File: config.mk
export PLATFORM = sky130hd
export DESIGN_NAME = uart_lite_echo_master
export DESIGN_NICKNAME = d
export VERILOG_FILES = /design/src/rtl/uart_lite_echo_master.sv
export SDC_FILE = /design/constraint.sdc
export NUM_CORES = 1
export LEC_CHECK = 0
export BUFFER_PORTS_ARGS = -buffer_cell sky130_fd_sc_hd__buf_4
export CELL_PAD_IN_SITES_DETAIL_PLACEMENT = 0
export CELL_PAD_IN_SITES_GLOBAL_PLACEMENT = 1
export CORE_UTILIZATION = 48
export CTS_CLUSTER_DIAMETER = 120
export DETAILED_ROUTE_END_ITERATION = 6
export PLACE_DENSITY_LB_ADDON = 0.1
export SLEW_MARGIN = 20
export SYNTH_ARGS = -nofsm -noshare
export SYNTH_HDL_FRONTEND = slang
export SYNTH_SLANG_ARGS = --single-unit
File: constraint.sdc
create_clock -name clk -period 5.4 [get_ports clk]
set_input_delay 0.54 -clock clk [delete_from_list [all_inputs] [get_ports clk]]
set_output_delay 0.54 -clock clk [all_outputs]
set_load 0.02 [all_outputs]
File: src/rtl/uart_lite_echo_master.sv
`default_nettype none
// ============================================================================
// Module   : uart_lite_echo_master
// Brief    : AXI4-Lite master that polls a UART Lite, buffers RX bytes in a
//            FIFO and writes them back to TX (optional ASCII case swap).
// Revision : 1.0 - initial release
// ============================================================================
module uart_lite_echo_master #(
    parameter logic [31:0] BASE_ADDR = 32'h0000_0000,
    parameter int          DEPTH     = 16,
    parameter int          CNT_W     = 16,
    parameter bit          CASE_SWAP = 1'b0,
    parameter bit          INIT_RST  = 1'b1
) (
    input  logic             clk,
    input  logic             rst,
    input  logic             enable,
    output logic [31:0]      s_axi_awaddr,
    output logic             s_axi_awvalid,
    input  logic             s_axi_awready,
    output logic [31:0]      s_axi_wdata,
    output logic [3:0]       s_axi_wstrb,
    output logic             s_axi_wvalid,
    input  logic             s_axi_wready,
    input  logic [1:0]       s_axi_bresp,
    input  logic             s_axi_bvalid,
    output logic             s_axi_bready,
    output logic [31:0]      s_axi_araddr,
    output logic             s_axi_arvalid,
    input  logic             s_axi_arready,
    input  logic [31:0]      s_axi_rdata,
    input  logic [1:0]       s_axi_rresp,
    input  logic             s_axi_rvalid,
    output logic             s_axi_rready,
    output logic [CNT_W-1:0] rx_count,
    output logic [CNT_W-1:0] tx_count,
    output logic             err,
    output logic             busy
);

    localparam int          c_PTR_W   = $clog2(DEPTH);
    localparam logic [31:0] c_RX_ADDR = BASE_ADDR + 32'h0;
    localparam logic [31:0] c_TX_ADDR = BASE_ADDR + 32'h4;
    localparam logic [31:0] c_ST_ADDR = BASE_ADDR + 32'h8;
    localparam logic [31:0] c_CT_ADDR = BASE_ADDR + 32'hC;

    typedef enum logic [3:0] {
        S_IDLE    = 4'd0,
        S_INIT_W  = 4'd1,
        S_INIT_B  = 4'd2,
        S_STAT_AR = 4'd3,
        S_STAT_R  = 4'd4,
        S_RX_AR   = 4'd5,
        S_RX_R    = 4'd6,
        S_TX_W    = 4'd7,
        S_TX_B    = 4'd8
    } state_t;

    state_t             r_state, w_next;
    logic [7:0]         r_mem [DEPTH];
    logic [c_PTR_W:0]   r_wr_ptr, r_rd_ptr;
    logic               r_last_rx, r_init_done;
    logic               w_full, w_empty, w_push, w_pop, w_enter_wr;
    logic               w_ar_hs, w_r_hs, w_b_hs, w_aw_ok, w_w_ok, w_rx_ok, w_tx_ok;
    logic [23:0]        w_unused_rdata;

    function automatic logic [7:0] f_swap(input logic [7:0] b);
        if (CASE_SWAP && ((b >= 8'h61 && b <= 8'h7A) || (b >= 8'h41 && b <= 8'h5A)))
            return b ^ 8'h20;
        return b;
    endfunction

    assign w_unused_rdata = s_axi_rdata[31:8];
    assign w_empty  = (r_wr_ptr == r_rd_ptr);
    assign w_full   = (r_wr_ptr[c_PTR_W] != r_rd_ptr[c_PTR_W]) &&
                      (r_wr_ptr[c_PTR_W-1:0] == r_rd_ptr[c_PTR_W-1:0]);
    assign w_ar_hs  = s_axi_arvalid & s_axi_arready;
    assign w_r_hs   = s_axi_rvalid & s_axi_rready;
    assign w_b_hs   = s_axi_bvalid & s_axi_bready;
    // a write channel counts as done once its valid has already dropped
    assign w_aw_ok  = ~s_axi_awvalid | s_axi_awready;
    assign w_w_ok   = ~s_axi_wvalid | s_axi_wready;
    assign w_rx_ok  = s_axi_rdata[0] & ~w_full;
    assign w_tx_ok  = ~s_axi_rdata[3] & ~w_empty;
    assign w_push   = (r_state == S_RX_R) & w_r_hs;
    assign w_pop    = (r_state == S_TX_B) & w_b_hs;
    assign busy     = (r_state != S_IDLE);

    always_ff @(posedge clk or posedge rst) begin
        if (rst) r_state <= S_IDLE;
        else     r_state <= w_next;
    end

    always_comb begin
        w_next = r_state;
        case (r_state)
            S_IDLE: begin
                if (INIT_RST && !r_init_done) w_next = S_INIT_W;
                else if (enable)              w_next = S_STAT_AR;
            end
            S_INIT_W:  if (w_aw_ok && w_w_ok) w_next = S_INIT_B;
            S_TX_W:    if (w_aw_ok && w_w_ok) w_next = S_TX_B;
            S_INIT_B,
            S_TX_B:    if (w_b_hs) w_next = S_IDLE;
            S_STAT_AR: if (w_ar_hs) w_next = S_STAT_R;
            S_RX_AR:   if (w_ar_hs) w_next = S_RX_R;
            S_RX_R:    if (w_r_hs) w_next = S_IDLE;
            S_STAT_R: begin
                if (w_r_hs) begin
                    if (w_rx_ok && w_tx_ok) w_next = r_last_rx ? S_TX_W : S_RX_AR;
                    else if (w_rx_ok)       w_next = S_RX_AR;
                    else if (w_tx_ok)       w_next = S_TX_W;
                    else if (enable)        w_next = S_STAT_AR;
                    else                    w_next = S_IDLE;
                end
            end
            default: w_next = S_IDLE;
        endcase
    end

    assign w_enter_wr = ((w_next == S_INIT_W) || (w_next == S_TX_W)) && (w_next != r_state);

    // bus outputs are derived from the next state so they leave the register stage
    always_ff @(posedge clk or posedge rst) begin
        if (rst) begin
            s_axi_arvalid <= 1'b0;
            s_axi_rready  <= 1'b0;
            s_axi_bready  <= 1'b0;
            s_axi_awvalid <= 1'b0;
            s_axi_wvalid  <= 1'b0;
            s_axi_wstrb   <= 4'b0000;
            s_axi_araddr  <= 32'h0;
            s_axi_awaddr  <= 32'h0;
            s_axi_wdata   <= 32'h0;
        end else begin
            s_axi_arvalid <= (w_next == S_STAT_AR) || (w_next == S_RX_AR);
            s_axi_rready  <= (w_next == S_STAT_R)  || (w_next == S_RX_R);
            s_axi_bready  <= (w_next == S_INIT_B)  || (w_next == S_TX_B);
            if (w_next == S_STAT_AR)    s_axi_araddr <= c_ST_ADDR;
            else if (w_next == S_RX_AR) s_axi_araddr <= c_RX_ADDR;
            if (w_enter_wr) begin
                s_axi_awvalid <= 1'b1;
                s_axi_wvalid  <= 1'b1;
                s_axi_wstrb   <= 4'b0001;
                if (w_next == S_INIT_W) begin
                    s_axi_awaddr <= c_CT_ADDR;
                    s_axi_wdata  <= 32'h0000_0003;
                end else begin
                    s_axi_awaddr <= c_TX_ADDR;
                    s_axi_wdata  <= {24'h0, f_swap(r_mem[r_rd_ptr[c_PTR_W-1:0]])};
                end
            end else begin
                if (s_axi_awready) s_axi_awvalid <= 1'b0;
                if (s_axi_wready) begin
                    s_axi_wvalid <= 1'b0;
                    s_axi_wstrb  <= 4'b0000;
                end
            end
        end
    end

    always_ff @(posedge clk) begin
        if (w_push) r_mem[r_wr_ptr[c_PTR_W-1:0]] <= s_axi_rdata[7:0];
    end

    always_ff @(posedge clk or posedge rst) begin
        if (rst) begin
            r_wr_ptr    <= '0;
            r_rd_ptr    <= '0;
            rx_count    <= '0;
            tx_count    <= '0;
            err         <= 1'b0;
            r_last_rx   <= 1'b0;
            r_init_done <= 1'b0;
        end else begin
            if (w_push) begin
                r_wr_ptr  <= r_wr_ptr + 1'b1;
                rx_count  <= rx_count + 1'b1;
                r_last_rx <= 1'b1;
            end
            if (w_pop) begin
                r_rd_ptr  <= r_rd_ptr + 1'b1;
                tx_count  <= tx_count + 1'b1;
                r_last_rx <= 1'b0;
            end
            if ((w_r_hs && s_axi_rresp != 2'b00) || (w_b_hs && s_axi_bresp != 2'b00))
                err <= 1'b1;
            if ((r_state == S_INIT_B) && w_b_hs)
                r_init_done <= 1'b1;
        end
    end

endmodule
`default_nettype wire

* Yosys cells after proc, flatten, opt, wreduce, memory -nomap -nowiden
Memory sizes are Yosys's and may differ from the RTL's.
Index checks and enable logic that the tools add are counted.
W data, S select, Z words.
** Word-level totals
- RAM bits :: 128
- Flip-flop bits (word level) :: 154
- Bits of input ports :: 44
- Memories kept :: 1
- Bits in latches :: 0
- Output and inout bits :: 139
- Bits in read-only memories :: 0
- Word-level logic and storage cells :: 106
** Cells by class
- Add/subtract/negate cells :: 4
- Eq/ne operators :: 20
- Muxes and demuxes :: 29
- Shifts and indexed selects :: 0
- Multiply operators :: 0
- Reduce and logical (&&, ||, !) cells :: 21
- $lt $le $gt $ge :: 0
- Div/mod/pow operators :: 0
- Bitwise gates (word level) :: 14
** Memories
- r_mem :: words 16, bits a word 8, read ports 1, clocked after memory_dff 0, write ports 1, RTL line 60 : logic [7:0] r_mem [DEPTH];
** Operators by type and width (count)
- $mux W32 :: 2
- $mux W4 :: 12
- $add A16 B1 Y16 const B :: 2
- $eq A4 B3 Y1 const B :: 8
- $pmux W4 S8 :: 1
- $eq A4 B2 Y1 const B :: 4
- $reduce_bool A2 Y1 :: 6
- $add A5 B1 Y5 const B :: 2
- $mux W3 :: 3
- $eq A4 B1 Y1 const B :: 2
- $eq A4 B4 Y1 const B :: 2
- $mux W1 :: 8
- $mux W8 :: 1
- $and A1 B1 Y1 :: 7
- $logic_and A1 B1 Y1 :: 7
- $eq A5 B5 Y1 :: 1
- $logic_or A1 B1 Y1 :: 5
- $not A1 Y1 :: 5
- $eq A4 B4 Y1 :: 1
- $logic_not A4 Y1 :: 1
- $mux W2 :: 2
- $ne A4 B4 Y1 :: 1
- $reduce_bool A4 Y1 :: 1
- $or A1 B1 Y1 :: 2
- other kinds (2) :: 2

* Logic depth before layout (Yosys ltp)
Gate-level depths: netlist of run 1.
- Word-level depth :: 12
- Mapped depth :: 11
- Depth with buffers taken out :: 9

* Worst setup path before layout of run 1
OpenSTA, ideal clock, no wires.
- Path kind :: in2reg
- From :: in s_axi_awready
- To :: reg s_axi_wdata[2]
- Slack :: 2.827 ns
- Cell stages on the path :: 9
- Required time :: 5.275 ns
- Library setup time :: 0.125 ns
- Path buffers :: 1
- Arrival :: 2.448 ns
- Cell sequence :: nand2b_1 a311oi_1 a31oi_2 o211ai_4 nor3_1 o221a_2 a211oi_4 buf_6 mux2_4
** On the way
- Longest elaborated chain between the ends :: 7
- Elaborated cells on any way between the ends :: 11
- Those cells by class :: 3 x eq/ne; 4 x mux; 1 x bitwise; 3 x reduce/logical
** Ends and longest elaborated chain
- start: declaration :: RTL line 20 : input logic s_axi_awready,
- $or A1 B1 Y1 * :: RTL line 81 : assign w_aw_ok = ~s_axi_awvalid | s_axi_awready;
- $logic_and A1 B1 Y1 * :: RTL line 101, 102
- $mux W4, on equally long branches :: RTL line 102, 101
- $pmux W4 S8 * :: RTL line 96 : case (r_state)
- via w_next[1] :: RTL line 59 : state_t r_state, w_next;
- $eq A4 B1 Y1 or $eq A4 B3 Y1 (tied branches) :: RTL line 121, 145
- $logic_or A1 B1 Y1 :: RTL line 121 : assign w_enter_wr = ((w_next == S_INIT_W) || (w_next == S_TX_W)) && (w_next != r_state);
- $logic_and A1 B1 Y1 :: RTL line 121
- end signal: assignment :: RTL line 150 : s_axi_wdata <= {24'h0, f_swap(r_mem[r_rd_ptr[c_PTR_W-1:0]])};
- end: declaration :: RTL line 21 : output logic [31:0] s_axi_wdata,
The timed path passes the listed nets; every way through them passes the cells marked *.
A chain may end at the register's enable or synchronous reset.

* Worst setup path in the final report of run 1
- From :: reg r_rd_ptr[2]
- To :: reg s_axi_wdata[5]
** On the way
- Longest elaborated chain between the ends :: 11
- Elaborated cells on any way between the ends :: 20
- Those cells by class :: 5 x eq/ne; 6 x mux; 4 x bitwise; 4 x reduce/logical; 1 x memory
** Ends and longest elaborated chain
- start: declaration :: RTL line 61 : logic [c_PTR_W:0] r_wr_ptr, r_rd_ptr;
- start signal: assignment :: RTL line 182 : r_rd_ptr <= r_rd_ptr + 1'b1;
- $eq A5 B5 Y1 or $eq A4 B4 Y1 (tied branches) :: RTL line 74, 76
- $not A1 Y1 or $logic_and A1 B1 Y1 (tied branches) :: RTL line 84, 75
- $and A1 B1 Y1 or $not A1 Y1 (tied branches) :: RTL line 84, 83
- $mux W3 or $and A1 B1 Y1 (tied branches) :: RTL line 112, 83
- $mux W3 or $logic_and A1 B1 Y1 (tied branches) :: RTL line 111, 110
- $mux W3 * :: RTL line 110 : if (w_rx_ok && w_tx_ok) w_next = r_last_rx ? S_TX_W : S_RX_AR;
- $mux W4 * :: RTL line 109 : if (w_r_hs) begin
- $pmux W4 S8 * :: RTL line 96
- via w_next[1] :: RTL line 59
- $eq A4 B1 Y1 or $eq A4 B3 Y1 (tied branches) :: RTL line 121, 145
- $logic_or A1 B1 Y1 :: RTL line 121
- $logic_and A1 B1 Y1 :: RTL line 121
Marked as above.

==> key figures, run 1 <==
Worst setup path
  – Critical path type: reg -> reg
  – Worst Setup Start Kind: flop
  – R2R depth: 8
  – Arrival time of the worst setup path: 3660 ps
  – Critical path fanouts, max: 12
  – Endpoint class of the critical path: flop
  – Critical Path RT: 5710 ps

STA
  – TNS Setup: 0 ps
  – Count of final max-slew check failures: 0
  – Final period utilization: 0.6205
  – Crit path time final: 3350 ps
  – Max Clock Freq: 298.5 MHz
  – RSZ-0062 raised after global routing: false
  – Worst-margin pin slew: 880.3 ps
  – Final hold viol count: 0
  – Final setup margin: 2050 ps
  – Hold slack final: 362.6 ps
  – Clock skew: 7.128 ps
  – Final setup viols: 0
  – Worst slew margin: 0.4110

Detailed routing
  – ANT nets after route: 0
  – Per-cell routed wire length: 16.89 um
  – Top routing layer in use: met4
  – DR WL met2: 7598 um
  – WL met3: 677 um
  – Post-Route WL: 15460 um
  – DRC viols: 0
  – Number of DRC markers in iteration 0: 300
  – Vias per inst: 5.126
  – Vias after detailed routing: 4690
  – Wl on met1: 6975 um
  – DR pass1 iterations: 4

Logic synthesis
  – Cells after Synth: 599
  – Dominant cell type by area after synthesis: edfxtp_1
  – YS warnings: 0
  – Post-synthesis cell type count: 57
  – Share of the synthesized area in the top cell type: 0.4337
  – Number of flops mapped to enable cells by yosys: 128
  – Number of synthesized register bits: 193
  – Sequential area share after synthesis: 0.6172
  – Synth Flop Type: edfxtp_1
  – Top cells by area, synth: edfxtp_1, dfrtp_1, mux4_2
  – Syn Area/Cell: 14.80 um2
  – Synthesized area: 0.008864 mm2
  – Post-synth ARST share: 0.3368

Cells and area
  – Sequential cell area: 0.005472 mm2
  – Commonest non-fill, non-tap cell in the layout: edfxtp_1
  – Layout cell share with drive strength beyond 1: 0.2478
  – Fin area: 0.009859 mm2
  – Most frequent cells in the layout: edfxtp_1, conb_1, buf_4
  – Area of the multi-input gates: 0.002875 mm2
  – Post-route insts no fill: 915
  – Finished Core Util: 0.5470
  – Layout Area Growth over Synthesis: 11.24%
  – Antenna diodes: 0
  – Fin nets: 724
  – # fillers: 1495

Global routing
  – First-pass GRT wire length: 23550 um
  – Antenna violations before repair: 0
  – Grt total ovfl: 0
  – Vias in the first global route: 4366
  – Total GRT Usage: 0.1705
  – Pin count of the biggest net entering global routing: 66

Power
  – Lkg Pwr: 3.859 nW
  – Maximum VDD drop: 0.2466 mV
  – Cell Pwr Density: 415.6 mW/mm2
  – Total design power: 4.097 mW

Clock tree
  – CTS root buf: clkbuf_16
  – Cells resized by post-CTS repair: 0
  – H-tree Lvls: 4
  – CTS tree: built
  – Num CTS Buffers: 17
  – Clock latency on the worst-skew pair: 420 ps
  – Worst-path clk slew: 70 ps
  – Setup Buffers After CTS: 0
  – CTS Hold Bufs: 0
  – Clock Path Buffers: 2
  – Clk sinks: 193

Place
  – Placer Congestion: 0.7577
  – Dpl hpwl: 10780 um
  – Worst slack, placed: 2000 ps
  – Port Buffers: 70
  – Inst Count DP: 883
  – Cell Area, Placed: 0.009275 mm2

Status
  – Status: finished, final reports clean

Floorplan
  – Initial Util: 0.4917
  – Die H: 137.9 um
  – Core Area: 0.01802 mm2
  – Die W: 137.9 um
  – Total die area: 0.01901 mm2
  – Ports: 183
  – Rows: 49

Worst hold path
  – HP Class: in -> async

Job
  – Max-Cap Viols: 0
[metal layers]
metal | vias up | GRT usage
met5 | - | 0
li1 | 2162 | -
met3 | 17 | 0.03509
met1 | 2364 | 0.2350
met2 | 147 | 0.2711
met4 | 0 | 0.05616
[cells by family (layout without fill, tap and decap cells)]
logic type	Yosys count	in the layout	synth area share
buffers and inverters	125	125	0.09528
XOR/XNOR	44	44	0.04517
other	1	88	0.0004231
multiplexers	52	52	0.1182
adder cells (fa/ha/maj)	7	7	0.009881
AO/OA/AOI/OAI	46	46	0.03910
flip-flops	193	193	0.6172
AND/OR/NAND/NOR	131	131	0.07482
[flip-flops by register name, indices dropped and copies added (netlist names), 2 cells and up]
signal        cells
s_axi_wdata       8
s_axi_awaddr      2
r_rd_ptr          5
r_mem           128
r_state           4
tx_count         16
rx_count         16
r_wr_ptr          5
[where the power goes]
group | leakage [nW] | total, mW | internal [mW] | switching (mW)
logic | 1.58 | 1.07 | 0.476 | 0.590
registers | 1.99 | 1.79 | 1.67 | 0.119
clock network | 0.283 | 1.24 | 0.692 | 0.547
total | 3.86 | 4.10 | 2.84 | 1.26
[synthesized netlist by cell type, drive strengths merged (4+ instances only)]
cell type	count
nand2	32
xor2	14
dfrtp	65
nand2b	8
nor2	33
nand4	14
edfxtp	128
mux2	9
and2	4
o21ai	9
xnor2	30
inv	15
nand3	11
nor3	12
ha	7
clkbuf	9
a21oi	12
a21boi	6
mux4	40
buf	101
[worst max-delay path, cell delays in order (launching register included)]
cell and delay [ps]:
dfrtp_1 760, xnor2_1 200, nand4_2 200, mux2i_1 310, o211ai_4 170, nor4b_4 580, a21oi_2 90, a211oi_4 520
mux2_2 400
[final cells by class]
| class | count | share of cell area |
|---|---|---|
| clock inverter | 13 | 0.01536 |
| multi-input combinational | 368 | 0.2916 |
| inverter | 15 | 0.005711 |
| sequential | 193 | 0.5549 |
| tap | 229 | 0.02906 |
| clock buffer | 19 | 0.04391 |
| timing repair buffer | 78 | 0.05939 |
[worst paths after layout]
kind	startpoint	endpoint	slack (ps)
max reg2reg	r_rd_ptr[2]	s_axi_wdata[5]	2050
max in group asynchronous	rst	r_rd_ptr[0]	4460
min in group clk	s_axi_bresp[0]	err	410
min reg2reg	s_axi_awaddr[2]	s_axi_awaddr[2]	480
max	r_rd_ptr[2]	s_axi_wdata[5]	2050
min	rst	tx_count[4]	360
No activity file was read; power rests on OpenSTA's default activity.
==> run 2, diff against run 1 <==
Settings changed: CORE_UTILIZATION 48 to 45.
Clock period 5.4 ns to 3.4 ns, I/O delays scaled along.
==> run 2 against run 1 <==
Net effect: maximum frequency up 14%; highest routed layer unchanged; critical endpoint is now s_axi_wdata[6]; cell count increased by 4.2%; first-iteration DRC count shrank 26%; sequential cell count is the same; global-route usage down 0.086 points.
==> key figures, run 2 (synthesized netlist as in run 1, its figures left out) <==
Status
  – Status: finished, final reports clean

Detailed routing
  – DR pass1 iterations: 4
  – Post-Route WL: 16020 um
  – Number of DRC markers in iteration 0: 222
  – Vias per inst: 4.935
  – ANT nets after route: 0
  – Per-cell routed wire length: 16.81 um
  – Vias after detailed routing: 4703
  – DRC viols: 0

STA
  – TNS Setup: 0 ps
  – RSZ-0062 raised after global routing: false
  – Worst-margin pin slew: 830.3 ps
  – Final period utilization: 0.8673
  – Final hold viol count: 0
  – Max Clock Freq: 339.1 MHz
  – Final setup viols: 0
  – Count of final max-slew check failures: 0
  – Crit path time final: 2949 ps
  – Hold slack final: 159.4 ps
  – Clock skew: 9.924 ps
  – Worst slew margin: 0.4465

Power
  – Part of the power in registers: 0.426
  – Internal power: 4.583 mW
  – Lkg Pwr: 3.918 nW
  – Clock share of power: 0.307
  – Cell Pwr Density: 665.5 mW/mm2
  – NetSw: 2.060 mW
  – Maximum VDD drop: 0.3697 mV
  – Share of total power in combinational logic: 0.267
  – Sw frac: 0.3101

Cells and area
  – Commonest non-fill, non-tap cell in the layout: edfxtp_1
  – Fin nets: 731
  – Antenna diodes: 0
  – Max FFs per register: 128
  – Post-route insts no fill: 953
  – Finished Core Util: 0.5249
  – Layout cell share with drive strength beyond 1: 0.2569
  – # fillers: 1548
  – Most frequent cells in the layout: edfxtp_1, conb_1, buf_4
  – Layout Area Growth over Synthesis: 12.63%

Clock tree
  – CTS tree: built
  – Worst-path clk slew: 70 ps
  – CTS root buf: clkbuf_16
  – Clk sinks: 193
  – H-tree Lvls: 4
  – Cells resized by post-CTS repair: 0
  – Clock Path Buffers: 2
  – CTS Hold Bufs: 0
  – Num CTS Buffers: 17
  – Setup Buffers After CTS: 0
  – Clock latency on the worst-skew pair: 430 ps

Worst setup path
  – R2R Setup Slk: 450 ps
  – Worst path max stage delay: 520 ps
  – FF-to-FF Start: r_state[1]
  – Critical path fanouts, max: 13
  – Worst path cell trace: nor2_1, nand3_1, o211ai_4, nor3_1, o221a_2, a211oi_4, mux2_2
  – Endpoint class of the critical path: flop
  – Arrival time of the worst setup path: 3260 ps
  – Critical path type: reg -> reg
  – Worst Setup Start Kind: flop
  – Worst r2r dst: s_axi_wdata[6]
  – CP max stage cell: a211oi_4
  – Critical Path RT: 3710 ps
  – R2R depth: 7

Global routing
  – Total GRT Usage: 0.1696
  – Grt total ovfl: 0
  – Antenna violations before repair: 0
  – Vias in the first global route: 4717
  – First-pass GRT wire length: 25880 um
  – Pin count of the biggest net entering global routing: 66

Floorplan
  – Die H: 142.3 um
  – Ports: 183
  – Die W: 142.3 um
  – Rows: 50
  – Total die area: 0.02026 mm2
  – Initial Util: 0.4661
  – Core Area: 0.01902 mm2

Job
  – Max-Cap Viols: 0

Worst hold path
  – HP Class: in -> async

Place
  – Inst Count DP: 921
  – Placer Congestion: 0.8245
  – Port Buffers: 70
  – Dpl hpwl: 11330 um
==> run 2: cell type report <==
type / instances / area [um2] / share of cell area
multi-input cells: 368 / 2875 / 0.2880
repair buffers: 85 / 638.1 / 0.06392
clock inverters: 11 / 135.1 / 0.01354
clock buffers: 21 / 481.7 / 0.04825
flip-flops and latches: 193 / 5472 / 0.5481
well taps: 260 / 325.3 / 0.03259
inverters: 15 / 56.30 / 0.005640
==> run 2: routing by layer <==
metal	track usage	vias to the layer above	share of wire
met5	0	-	0
met4	0.05603	0	0.013
met3	0.02658	15	0.038
met2	0.2730	137	0.48
met1	0.2364	2374	0.47
li1	-	2177	-
==> run 2: critical path: cells and delay by family, from the launching register on <==
family / cells / cell delay, ps
flops: 1 / 510
compound gates: 3 / 1220
simple gates: 3 / 710
mux: 1 / 390
==> run 2: how the worst max path moves through the flow <==
stage / cells after the start / to / from / slack [ps]
after floorplan: 10 / s_axi_wdata[2] / r_state[1] / 830
after global placement: 7 / s_axi_wdata[5] / r_state[1] / 470
after detailed placement: 7 / s_axi_wdata[5] / r_state[1] / 460
after CTS: 7 / s_axi_wdata[6] / r_state[1] / 440
final: 7 / s_axi_wdata[6] / r_state[1] / 450
after global routing: 7 / s_axi_wdata[6] / r_state[1] / 260
==> run 2: through the flow <==
step / setup WS [ps] / area (um2) / total power [mW]
floorplan: 833.4 / 9190 / 4.291
global placement: 470.6 / 9366 / 4.650
detailed placement: 455.2 / 9366 / 4.670
CTS: 443.2 / 9983 / 6.723
global route: 260.3 / 9983 / 6.990
finish: 451.2 / 9983 / 6.644
==> run 2: power groups by stage <==
stage               Sequential (mW)  Clock (mW)  Combinational (mW)
floorplan                      2.93           0                1.36
global placement               2.88           0                1.77
detailed placement             2.88           0                1.79
CTS                            2.83        2.09                1.80
global route                   2.86        2.17                1.96
finish                         2.83        2.04                1.78
==> run 3, diff against run 2 <==
Settings changed: CORE_UTILIZATION 45 to 47, CTS_BUF_LIST set to sky130_fd_sc_hd__clkbuf_8.
==> run 3 against run 2 <==
Net effect: total power decreased by 9.5%; core utilization up 0.81 points; sequential share of layout area is 1.6 points higher; die area fell by 4.2%; maximum frequency down 0.28%; final area down 2.8%; clock power fell by 31%; cell count down 3.4%; global-route usage shrank 0.15 points; routed wire length down 3.2%; non-clock buffer count is the same; combinational power barely moved; largest cell class unchanged.
==> key figures, run 3 (synthesized netlist as in run 1, its figures left out) <==
Worst setup path
  – Endpoint class of the critical path: flop
  – Critical path type: reg -> reg
  – Critical path fanouts, max: 13
  – Crit path max-delay family: compound AO/OA/AOI/OAI gates
  – Critical Path RT: 3750 ps
  – FF-to-FF Start: r_state[1]
  – Critical Path Start: r_state[1]
  – Buf/Inv on CP: 0
  – Worst path cell trace: nor2_1, nand3_1, o211ai_4, nor3_1, o221a_2, a211oi_4, mux2_2
  – Worst path max stage delay: 520 ps
  – Worst Setup Start Kind: flop
  – CP max stage cell: dfrtp_1
  – Arrival time of the worst setup path: 3310 ps

STA
  – Clock skew: 20.01 ps
  – Count of final max-slew check failures: 0
  – Final setup viols: 0
  – Final hold viol count: 0
  – Worst slew margin: 0.3937
  – TNS Setup: 0 ps
  – Max Clock Freq: 338.2 MHz
  – RSZ-0062 raised after global routing: false
  – Worst-margin pin slew: 908.2 ps
  – Crit path time final: 2957 ps
  – Final period utilization: 0.8697

Detailed routing
  – Vias per inst: 5.026
  – Post-Route WL: 15520 um
  – DRC viols: 0
  – DR pass1 iterations: 5
  – Per-cell routed wire length: 16.85 um
  – ANT nets after route: 0
  – Vias after detailed routing: 4629
  – Number of DRC markers in iteration 0: 298

Clock tree
  – CTS tree: built
  – CTS root buf: clkbuf_8
  – Num CTS Buffers: 17
  – Setup Buffers After CTS: 0
  – Worst-path clk slew: 100 ps
  – CTS Hold Bufs: 0
  – Clock Path Buffers: 2
  – Clk sinks: 193
  – H-tree Lvls: 4
  – Clock latency on the worst-skew pair: 470 ps
  – Cells resized by post-CTS repair: 0

Cells and area
  – Finished Core Util: 0.5330
  – Max FFs per register: 128
  – Antenna diodes: 0
  – Commonest non-fill, non-tap cell in the layout: edfxtp_1
  – Most frequent cells in the layout: edfxtp_1, conb_1, buf_4
  – Layout cell share with drive strength beyond 1: 0.2558
  – Layout Area Growth over Synthesis: 9.500%
  – Fin nets: 731

Floorplan
  – Die W: 139.3 um
  – Die H: 139.3 um
  – Ports: 183
  – Total die area: 0.01941 mm2
  – Rows: 49
  – Initial Util: 0.4868
  – Core Area: 0.01821 mm2

Place
  – Placer Congestion: 0.7930
  – Dpl hpwl: 10930 um
  – Port Buffers: 70

Job
  – Max-Cap Viols: 0

Worst hold path
  – HP Class: in -> async

Global routing
  – Total GRT Usage: 0.1681
  – Antenna violations before repair: 0
  – First-pass GRT wire length: 24690 um
  – Grt total ovfl: 0
  – Pin count of the biggest net entering global routing: 45
  – Vias in the first global route: 4582

Power
  – Part of the power in registers: 0.472
  – Lkg Pwr: 3.804 nW
  – Sw frac: 0.3361
  – Clock share of power: 0.235
  – Internal power: 3.991 mW
  – Share of total power in combinational logic: 0.293
  – NetSw: 2.020 mW
  – Cell Pwr Density: 619.4 mW/mm2
  – Maximum VDD drop: 0.2544 mV

Status
  – Status: finished, final reports clean
-- run 3: changes by cell type in the layout (fill, tap and decap cells not counted), sizes merged --
| cell | delta |
|---|---|
| clkinvlp | +1 |
| bufinv | -1 |
| clkinv | +1 |
| clkbuf | -4 |
| inv | +2 |
-- run 3: area by class of cell --
class / instances / area (um2)
sequential: 193 / 5472
clock inverter: 14 / 143.9
multi-input combinational: 368 / 2875
clock buffer: 17 / 234.0
inverter: 15 / 56.30
timing repair buffer: 85 / 638.1
fill: 1540 / 8503
tap: 229 / 286.5
-- run 3: power by group through the flow --
stage / Combinational (mW) / Clock (mW) / Sequential, mW
final: 1.76 / 1.41 / 2.84
after global routing: 1.93 / 1.53 / 2.86
after CTS: 1.78 / 1.45 / 2.84
after detailed placement: 1.77 / 0 / 2.89
after global placement: 1.76 / 0 / 2.88
after floorplan: 1.36 / 0 / 2.93
-- run 3: worst paths after layout --
check | to | slack, ps | depth (start not counted)
max | s_axi_wdata[5] | 440 | 7
min | tx_count[4] | 80 | 2
max reg2reg | s_axi_wdata[5] | 440 | 7
min reg2reg | s_axi_awaddr[2] | 470 | 1
max in group asynchronous | s_axi_wdata[5] | 2490 | 3
min in group clk | err | 170 | 3
-- run 3: worst register-to-register path, delay by kind of cell (launching register included) --
| kind | cells | cell delay, ps |
|---|---|---|
| AOI/OAI and AO/OA | 3 | 1190 |
| and+or+nand+nor | 3 | 750 |
| DFF | 1 | 520 |
| muxes | 1 | 390 |
-- run 3: through the flow --
| step | cells | power, mW | area [um2] | setup WS [ps] | hold slack, ps |
|---|---|---|---|---|---|
| 2_1_floorplan | 686 | 4.291 | 9190 | 833.4 | 438.9 |
| 3_3_place_gp | 890 | 4.639 | 9328 | 487.3 | 451.9 |
| 3_5_place_dp | 890 | 4.663 | 9328 | 475.8 | 458.7 |
| 4_1_cts | 921 | 6.072 | 9706 | 456.7 | 102.9 |
| 5_1_grt | 921 | 6.324 | 9706 | 239.3 | 155.4 |
| 6_report | 921 | 6.011 | 9706 | 442.9 | 80.73 |
-- run 3: layer usage --
| metal | GRT usage | routed length, um |
|---|---|---|
| met1 | 0.2287 | 7076 |
| met2 | 0.2692 | 7523 |
| met3 | 0.03269 | 717 |
| met4 | 0.06316 | 199 |
| met5 | 0 | 0 |
